## src/rtl/prim_shadow_pkg.sv

```systemverilog
// Shared types for the shadowed register controller: phase FSM encoding and
// bit positions of the error flags reported to the alert logic.
package prim_shadow_pkg;

  typedef enum logic {
    IDLE   = 1'b0,
    STAGED = 1'b1
  } state_e;

  localparam int unsigned ErrUpdate  = 0;
  localparam int unsigned ErrStorage = 1;
  localparam int unsigned NumErr     = 2;

endpackage

```

## src/rtl/prim_shadow_reg_ctrl_if.sv

```systemverilog
// Software write / status bundle of the shadowed register controller.
interface prim_shadow_reg_ctrl_if #(
  parameter int unsigned Width = 8
);

  logic             we_i;
  logic [Width-1:0] wd_i;
  logic             phase_clr_i;
  logic [Width-1:0] err_inject_i;
  logic [Width-1:0] q_o;
  logic             qe_o;
  logic             staged_o;
  logic             update_err_o;
  logic             storage_err_o;

  modport master (
    output we_i, wd_i, phase_clr_i, err_inject_i,
    input  q_o, qe_o, staged_o, update_err_o, storage_err_o
  );

  modport slave (
    input  we_i, wd_i, phase_clr_i, err_inject_i,
    output q_o, qe_o, staged_o, update_err_o, storage_err_o
  );

endinterface

```

## src/rtl/prim_flop.sv

```systemverilog
// Generic asynchronous-reset flop primitive used for all register storage.
module prim_flop #(
  parameter int unsigned            Width      = 1,
  parameter logic [Width-1:0]       ResetValue = '0
) (
  input  logic             clk_i,
  input  logic             rst_ni,
  input  logic [Width-1:0] d,
  output logic [Width-1:0] q
);

  always_ff @(posedge clk_i or negedge rst_ni) begin
    if (!rst_ni) q <= ResetValue;
    else         q <= d;
  end

endmodule

```

## src/rtl/prim_shadow_stage.sv

```systemverilog
// First-phase staging register plus the two-phase FSM; flags whether the
// second write of a pair matches the staged value.
module prim_shadow_stage
  import prim_shadow_pkg::*;
#(
  parameter int unsigned Width = 8
) (
  input  logic             clk_i,
  input  logic             rst_ni,
  input  logic             we,
  input  logic [Width-1:0] wd,
  input  logic             phase_clr,
  output logic             commit,
  output logic             mismatch,
  output logic             staged
);

  state_e           state;
  logic [Width-1:0] staging;
  logic [Width-1:0] staging_d;
  logic             wr;

  // A phase clear swallows any write presented in the same cycle.
  assign wr        = we & ~phase_clr;
  assign staging_d = (wr && state == IDLE) ? wd : staging;

  prim_flop #(
    .Width     (Width),
    .ResetValue({Width{1'b0}})
  ) u_staging (
    .clk_i (clk_i),
    .rst_ni(rst_ni),
    .d     (staging_d),
    .q     (staging)
  );

  always_ff @(posedge clk_i or negedge rst_ni) begin
    if (!rst_ni) begin
      state <= IDLE;
    end else if (phase_clr) begin
      state <= IDLE;
    end else if (we) begin
      state <= (state == IDLE) ? STAGED : IDLE;
    end
  end

  assign commit   = wr && (state == STAGED) && (wd == staging);
  assign mismatch = wr && (state == STAGED) && (wd != staging);
  assign staged   = (state == STAGED);

endmodule

```

## src/rtl/prim_shadow_reg_ctrl.sv

```systemverilog
// Shadowed configuration register: two matching writes commit a value, which
// is stored alongside an inverted shadow copy that is checked every cycle.
module prim_shadow_reg_ctrl
  import prim_shadow_pkg::*;
#(
  parameter int unsigned      Width      = 8,
  parameter logic [Width-1:0] ResetValue = '0
) (
  input  logic                   clk_i,
  input  logic                   rst_ni,
  prim_shadow_reg_ctrl_if.slave  bus
);

  logic             commit;
  logic             mismatch;
  logic             staged;
  logic [Width-1:0] committed;
  logic [Width-1:0] committed_d;
  logic [Width-1:0] shadow;
  logic [Width-1:0] shadow_d;
  logic             integrity_fail;
  logic             qe;
  logic [NumErr-1:0] err;

  prim_shadow_stage #(
    .Width(Width)
  ) u_stage (
    .clk_i    (clk_i),
    .rst_ni   (rst_ni),
    .we       (bus.we_i),
    .wd       (bus.wd_i),
    .phase_clr(bus.phase_clr_i),
    .commit   (commit),
    .mismatch (mismatch),
    .staged   (staged)
  );

  // Injected faults land on top of whatever the shadow would have become.
  assign committed_d = commit ? bus.wd_i : committed;
  assign shadow_d    = (commit ? ~bus.wd_i : shadow) ^ bus.err_inject_i;

  prim_flop #(
    .Width     (Width),
    .ResetValue(ResetValue)
  ) u_committed (
    .clk_i (clk_i),
    .rst_ni(rst_ni),
    .d     (committed_d),
    .q     (committed)
  );

  prim_flop #(
    .Width     (Width),
    .ResetValue(~ResetValue)
  ) u_shadow (
    .clk_i (clk_i),
    .rst_ni(rst_ni),
    .d     (shadow_d),
    .q     (shadow)
  );

  assign integrity_fail = (committed != ~shadow);

  always_ff @(posedge clk_i or negedge rst_ni) begin
    if (!rst_ni) begin
      qe  <= 1'b0;
      err <= '0;
    end else begin
      qe              <= commit;
      err[ErrUpdate]  <= mismatch;
      err[ErrStorage] <= err[ErrStorage] | integrity_fail;
    end
  end

  assign bus.q_o           = committed;
  assign bus.qe_o          = qe;
  assign bus.staged_o      = staged;
  assign bus.update_err_o  = err[ErrUpdate];
  assign bus.storage_err_o = err[ErrStorage];

endmodule

```

## src/flat_wrapper.sv

```systemverilog
// flat-port wrapper written by rule: the top's interface ports become plain ports
module prim_shadow_reg_ctrl_flat import prim_shadow_pkg::*;
#(
  parameter int unsigned      Width      = 8,
  parameter logic [Width-1:0] ResetValue = '0
)
  (clk_i, rst_ni, bus_we_i, bus_wd_i, bus_phase_clr_i, bus_err_inject_i, bus_q_o, bus_qe_o, bus_staged_o, bus_update_err_o, bus_storage_err_o);
  prim_shadow_reg_ctrl_if #(.Width(Width)) bus_i ();
  input  logic clk_i;
  input  logic rst_ni;
  input wire logic [$bits(bus_i.we_i)-1:0] bus_we_i;
  input wire logic [$bits(bus_i.wd_i)-1:0] bus_wd_i;
  input wire logic [$bits(bus_i.phase_clr_i)-1:0] bus_phase_clr_i;
  input wire logic [$bits(bus_i.err_inject_i)-1:0] bus_err_inject_i;
  output wire logic [$bits(bus_i.q_o)-1:0] bus_q_o;
  output wire logic [$bits(bus_i.qe_o)-1:0] bus_qe_o;
  output wire logic [$bits(bus_i.staged_o)-1:0] bus_staged_o;
  output wire logic [$bits(bus_i.update_err_o)-1:0] bus_update_err_o;
  output wire logic [$bits(bus_i.storage_err_o)-1:0] bus_storage_err_o;
  assign bus_i.we_i = bus_we_i;
  assign bus_i.wd_i = bus_wd_i;
  assign bus_i.phase_clr_i = bus_phase_clr_i;
  assign bus_i.err_inject_i = bus_err_inject_i;
  assign bus_q_o = bus_i.q_o;
  assign bus_qe_o = bus_i.qe_o;
  assign bus_staged_o = bus_i.staged_o;
  assign bus_update_err_o = bus_i.update_err_o;
  assign bus_storage_err_o = bus_i.storage_err_o;
  prim_shadow_reg_ctrl #(.Width(Width), .ResetValue(ResetValue)) u_core (.clk_i(clk_i), .rst_ni(rst_ni), .bus(bus_i));
endmodule
```

## config.mk

```make
export PLATFORM = sky130hd
export DESIGN_NAME = prim_shadow_reg_ctrl_flat
export DESIGN_NICKNAME = d
export VERILOG_FILES = /design/src/rtl/prim_shadow_pkg.sv /design/src/rtl/prim_shadow_reg_ctrl_if.sv /design/src/rtl/prim_flop.sv /design/src/rtl/prim_shadow_stage.sv /design/src/rtl/prim_shadow_reg_ctrl.sv /design/src/flat_wrapper.sv
export SDC_FILE = /design/constraint.sdc
export NUM_CORES = 1
export LEC_CHECK = 0
export CAP_MARGIN = 25
export CORE_ASPECT_RATIO = 1.5
export CORE_MARGIN = 5
export CORE_UTILIZATION = 48
export DETAILED_ROUTE_END_ITERATION = 8
export PLACE_DENSITY = 0.78
export SYNTH_ARGS = -nofsm -noshare
export SYNTH_HDL_FRONTEND = slang
export SYNTH_HIERARCHICAL = 1
export SYNTH_SLANG_ARGS = --single-unit
```

## constraint.sdc

```tcl
create_clock -name clk_i -period 2.6 [get_ports clk_i]
set_clock_uncertainty 0.15 [all_clocks]
set_input_delay 0.52 -clock clk_i [delete_from_list [all_inputs] [get_ports clk_i]]
set_output_delay 0.52 -clock clk_i [all_outputs]
set_load 0.01 [all_outputs]
```

==> flow_metrics.tcl, run 1 <==
set metrics [dict create \
    grt_pass1_vias 910 \
    clock.fmax_ghz 0.466 \
    crit_path_end_kind "flip-flop" \
    drtPass1Iterations 2 \
    synth-xor-area-share_pct 16.7 \
    root_buffer "clkbuf_8" \
    yosysSeqAreaShare_pct 54.3 \
    antenna_found_initial 0 \
    drt_wl_total_um 2360 \
    cts_setup_buffers 0 \
    cts_tree "yes" \
    pre_cts_ws_ns 0.163 \
    worstHoldStart "u_core/err[1]$_DFF_PN0_" \
    fillCellCount 238 \
    synth_cell_type_count 17 \
    finalPower_uw 1210 \
    antenna_cells 0 \
    outcome "finished clean" \
    vias_per_cell 4.81 \
    io_pins 32 \
    final_common_cell "clkdlybuf4s50_1" \
    ys.flop_type "dfrtp_1" \
    cpLargestDelayFamily "buffers and inverters" \
    die_w_um 52.6 \
    max_slew.worst_pin.slew_ns 0.438 \
    gp_congestion 0.664 \
    grt_pass1_wl_um 3970 \
    critical_path.max_stage_delay_ns 0.52 \
    drcViolationCount 0 \
    start_util_pct 49.4 \
    dp_hpwl_um 1830 \
    netlist_instances 97 \
    synthArstFlopShare_pct 100 \
    port_buffers 31 \
    grt_overflow 0 \
    drtIter0Drc 4 \
    dieArea_um2 3890 \
    synth_edf_count 0 \
    r2r-start "u_core/u_stage/u_staging/q[6]$_DFF_PN0_" \
    post_cts_resized 0 \
    max-slew-margin-rel_pct 70.8 \
    vdd_drop_max_uv 498 \
    synth_compound_area_share_pct 0.765 \
    cp-start-kind "primary input" \
    design.core.area_um2 2650 \
    die_h_um 74.0 \
    arrival_ns 2.20 \
    rsz0062_at_grt "no" \
    vias 817 \
    grt_max_degree 29 \
    synth_top_family_by_area "multiplexers" \
    ctsHoldBuffers 0 \
    grt_usage_pct 13.8 \
    min_to "u_core/err[1]$_DFF_PN0_" \
    cts_buffers 3 \
    worstPathCellList "clkdlybuf4s50_1 > xnor2_1 > nand4_1 > nor3_2 > buf_4 > mux2i_1 > xnor2_1" \
    synth-simple-area-share_pct 5.07 \
    setup.worst_path.class "in -> reg" \
    finalHoldViolations 0 \
    hp-class "reg -> reg" \
    syn_area_per_cell_um2 13.5 \
    rows 23 \
    area_growth_pct 32.6 \
    synth_fa_ha_area_share_pct 0 \
    fin_crit_ns 2.15 \
    synth.area.mux_share_pct 19.9 \
    syn-cell-area_um2 1310 \
    layout.nets 154 \
    hold_depth 1 \
    cp_slowest_cell "clkdlybuf4s50_1" \
    syn_nets 117 \
    synth-seq-cells 28 \
    worstSkewPairLatency_ns 0.27 \
    required_ns 2.65 \
    crit_path_frequent_cell "xnor2_1" \
    setup_ws_ns 0.453 \
    h-tree-depth 1 \
    crit_buf_inv 2 \
    rr_endpoint "u_core/u_shadow/q[4]$_DFF_PN1_" \
    ys_warn_count 6 \
    reg2reg_depth 6 \
    setup_viol 0 \
    drive_gt1_share_pct 25.6 \
    route.detailed.wl_per_inst_um 13.9 \
    power.density_nw_per_um2 699 \
    cts.sinks 28 \
    r2r_slack_ns 0.79 \
    finalSetupTns_ns 0 \
    ant_nets 0 \
    finalMaxSlewViolations 0 \
    period_share_pct 82.6 \
    worstPathMaxFanout 11 \
    clkTransAtPathRegs_ns 0.09 \
    maxCapViolCount 0 \
    cts_buffer_depth 2 \
    p_leak_uw 0.000720 \
    final_cell_mix "31 x clkdlybuf4s50_1, 20 x dfrtp_1, 18 x xnor2_1" \
]
==> synth_stat cells, types with 3 or more instances <==
cell type | count | area [µm²]
dfrtp_1 | 20 | 500
xnor2_1 | 18 | 158
inv_1 | 8 | 30.0
mux2i_1 | 8 | 80.1
dfstp_2 | 8 | 210
nand4_1 | 3 | 18.8
xor2_1 | 7 | 61.3
mux2_2 | 16 | 180
==> through the flow <==
stage	instance area (µm²)	std cells	util, %	hold slack [ns]
after global routing	1740	170	65.5	0.358
final	1740	170	65.5	0.344
after detailed placement	1680	166	63.5	0.320
after CTS	1740	170	65.5	0.341
after global placement	1680	166	63.5	0.314
after floorplan	1310	97	-	0.0744
==> report_power, final <==
part	internal [µW]	switching [µW]
clock	135	128
sequential	578	69.8
combinational	181	120
==> state kept, by name, indices dropped and copies added (netlist names) <==
| signal | cells |
|---|---|
| u_core/u_shadow/q | 8 |
| u_core/bus.qe_o | 1 |
| u_core/u_committed/q | 8 |
| u_core/u_stage/u_staging/q | 8 |
| u_core/err | 2 |
| u_core/u_stage/staged | 1 |
==> worst max path at each step <==
| stage | startpoint | end | slack (ns) | cells past startpoint |
|---|---|---|---|---|
| after detailed placement | bus_wd_i[6] | u_core/u_committed/q[0]$_DFF_PN0_ | 0.16 | 6 |
| final | bus_wd_i[6] | u_core/u_shadow/q[4]$_DFF_PN1_ | 0.45 | 7 |
| after global routing | bus_wd_i[0] | u_core/u_shadow/q[4]$_DFF_PN1_ | 0.28 | 7 |
| after global placement | bus_wd_i[1] | u_core/u_committed/q[0]$_DFF_PN0_ | 0.21 | 6 |
| after floorplan | bus_wd_i[5] | u_core/u_committed/q[0]$_DFF_PN0_ | 0.62 | 6 |
| after CTS | bus_wd_i[6] | u_core/u_committed/q[0]$_DFF_PN0_ | 0.44 | 6 |
==> kinds of logic after synthesis <==
kind of cell	after synthesis
xor+xnor	25
buf+inv	10
simple gates	9
flops	28
mux	24
compound gates	1
==> metal layers <==
metal  track usage, %  vias up  wire (µm)
met3             2.61        4        105
met1             15.8      400        941
li1                 -      395          -
met2             24.7       18       1270
met4             5.97        0         38
met5                0        -          0
==> area by class of cell <==
type,instances,area (µm²),area share [%]
multi-input combinational,59,561,32.3
sequential,28,711,41.0
inverter,8,30.0,1.73
timing repair buffer,34,333,19.2
tap,37,46.3,2.67
clock buffer,4,55.1,3.17
(Power assumes the default switching activity.)
==> inputs of run 2 (changes only) <==
--- a/config.mk
+++ b/config.mk
@@ -8,9 +8,9 @@
 export CAP_MARGIN = 25
 export CORE_ASPECT_RATIO = 1.5
 export CORE_MARGIN = 5
-export CORE_UTILIZATION = 48
+export CORE_UTILIZATION = 43
 export DETAILED_ROUTE_END_ITERATION = 8
-export PLACE_DENSITY = 0.78
+export PLACE_DENSITY = 0.74
 export SYNTH_ARGS = -nofsm -noshare
 export SYNTH_HDL_FRONTEND = slang
 export SYNTH_HIERARCHICAL = 1
==> constraint.sdc (replaced) <==
create_clock -name clk_i -period 1.8 [get_ports clk_i]
set_clock_uncertainty 0.15 [all_clocks]
set_input_delay 0.36 -clock clk_i [delete_from_list [all_inputs] [get_ports clk_i]]
set_output_delay 0.36 -clock clk_i [all_outputs]
set_load 0.01 [all_outputs]
==> flow_metrics.tcl, run 2 (synthesis gave the netlist of run 1 again) <==
set metrics [dict create \
    fin_crit_ns 1.83 \
    ctsHoldBuffers 0 \
    drcViolationCount 0 \
    outcome "finished with violations" \
    grt_pass1_wl_um 4440 \
    p_leak_uw 0.000853 \
    largest_registers "u_core/u_committed/q x8, u_core/u_shadow/q x8, u_core/u_stage/u_staging/q x8" \
    vias 870 \
    cts.sinks 28 \
    final_cell_mix "22 x clkdlybuf4s50_1, 19 x dfrtp_1, 16 x xnor2_1" \
    grt_overflow 0 \
    clkTransAtPathRegs_ns 0.10 \
    area_growth_pct 46.4 \
    gp_congestion 0.704 \
    startpoint "u_core/u_stage/u_staging/q[4]$_DFF_PN0_" \
    max_slew.worst_pin.slew_ns 0.353 \
    worstSkewPairLatency_ns 0.28 \
    vias_per_cell 4.70 \
    antenna_cells 0 \
    rows 24 \
    drive_gt1_share_pct 37.7 \
    die_w_um 55.0 \
    clock.fmax_ghz 0.545 \
    wl_met3_um 83 \
    grt_max_degree 29 \
    finalMaxSlewViolations 0 \
    worstPathMaxFanout 4 \
    drtIter0Drc 17 \
    dp_hpwl_um 2010 \
    route.detailed.wl_per_inst_um 14.6 \
    cts_buffers 3 \
    drt_wl_total_um 2700 \
    drtPass1Iterations 2 \
    top_layer "met4" \
    h-tree-depth 1 \
    pre_cts_ws_ns -0.524 \
    setup_ws_ns -0.0340 \
    hp-class "in -> async" \
    r2r-start "u_core/u_stage/u_staging/q[4]$_DFF_PN0_" \
    cts_tree "yes" \
    violations "negative setup slack" \
    finalHoldViolations 0 \
    final_common_cell "clkdlybuf4s50_1" \
    cp-start-kind "flip-flop" \
    setup_viol 13 \
    hold-worst-slack_ns 0.297 \
    wl_met2_um 1550 \
    setup.worst_path.class "reg -> reg" \
    vdd_drop_max_uv 738 \
    cts_buffer_depth 2 \
    power.density_nw_per_um2 1030 \
    max-slew-margin-rel_pct 76.5 \
    die_h_um 77.6 \
    wl_met1_um 1020 \
    maxCapViolCount 0 \
    antenna_found_initial 0 \
    root_buffer "clkbuf_8" \
    arrival_ns 1.86 \
    start_util_pct 44.9 \
    ant_nets 0 \
    grt_pass1_vias 1009 \
    layout.nets 167 \
    grt_usage_pct 14.1 \
    rsz0062_at_grt "yes" \
    port_buffers 31 \
    design.core.area_um2 2910 \
    required_ns 1.82 \
    dieArea_um2 4270 \
    crit_path_end_kind "flip-flop" \
    period_share_pct 102 \
    io_pins 32 \
]
run 2: cell count changes in the layout (fill, tap and decap cells not counted), moves of 3 or more:
cell,delta
mux2i_2,+3
buf_4,+10
dlygate4sd2_1,+8
mux2i_1,-5
clkdlybuf4s50_1,-9
run 2: cell type report:
cell class | instances | area, µm²
fill | 244 | 997
sequential | 28 | 712
multi-input combinational | 59 | 626
timing repair buffer | 47 | 428
tap | 39 | 48.8
inverter | 8 | 30.0
clock buffer | 3 | 41.3
clock inverter | 1 | 30.0
run 2: worst max-delay path: stages, from the launching register on:
cell	delay, ns
dfrtp_1	0.42
xnor2_2	0.15
nand4_1	0.20
nor3_4	0.25
buf_2	0.21
mux2_2	0.34
run 2: worst paths after layout:
check | cells after the start | to | slack [ns]
max reg2reg | 5 | u_core/u_committed/q[1]$_DFF_PN0_ | -0.03
min reg2reg | 1 | u_core/err[1]$_DFF_PN0_ | 0.33
min | 2 | u_core/u_committed/q[4]$_DFF_PN0_ | 0.30
max in group asynchronous | 2 | u_core/u_shadow/q[3]$_DFF_PN1_ | 0.90
max | 5 | u_core/u_committed/q[1]$_DFF_PN0_ | -0.03
min in group clk_i | 1 | u_core/err[1]$_DFF_PN0_ | 0.33
run 2: stage by stage:
stage / TNS, ns / instances / utilization [%] / cell area, µm² / total power [µW]
floorplan: 0 / 97 / - / 1320 / 1240
global placement: -7.73 / 177 / 60.1 / 1750 / 1390
detailed placement: -9.03 / 177 / 60.1 / 1750 / 1420
CTS: -0.108 / 185 / 63.9 / 1860 / 1940
global route: -1.26 / 185 / 65.8 / 1920 / 2080
finish: -0.229 / 185 / 65.8 / 1920 / 1980
run 2: power breakdown:
part	internal [µW]	switching (µW)	total [µW]
clock	298	202	500
sequential	837	124	961
combinational	325	194	519
total	1460	520	1980
run 2: per-layer routing:
layer	up-vias	track usage, %
li1	417	-
met1	434	16.2
met2	15	24.5
met3	4	2.30
met4	0	5.84
met5	-	0
run 2: timing repair:
action	4_1_cts	5_1_grt
gates cloned	1	0
buffers inserted	3	0
resized for setup	14	10
setup endpoints to repair	17	17
pin swaps	8	5
endpoints found under the hold margin	0	0
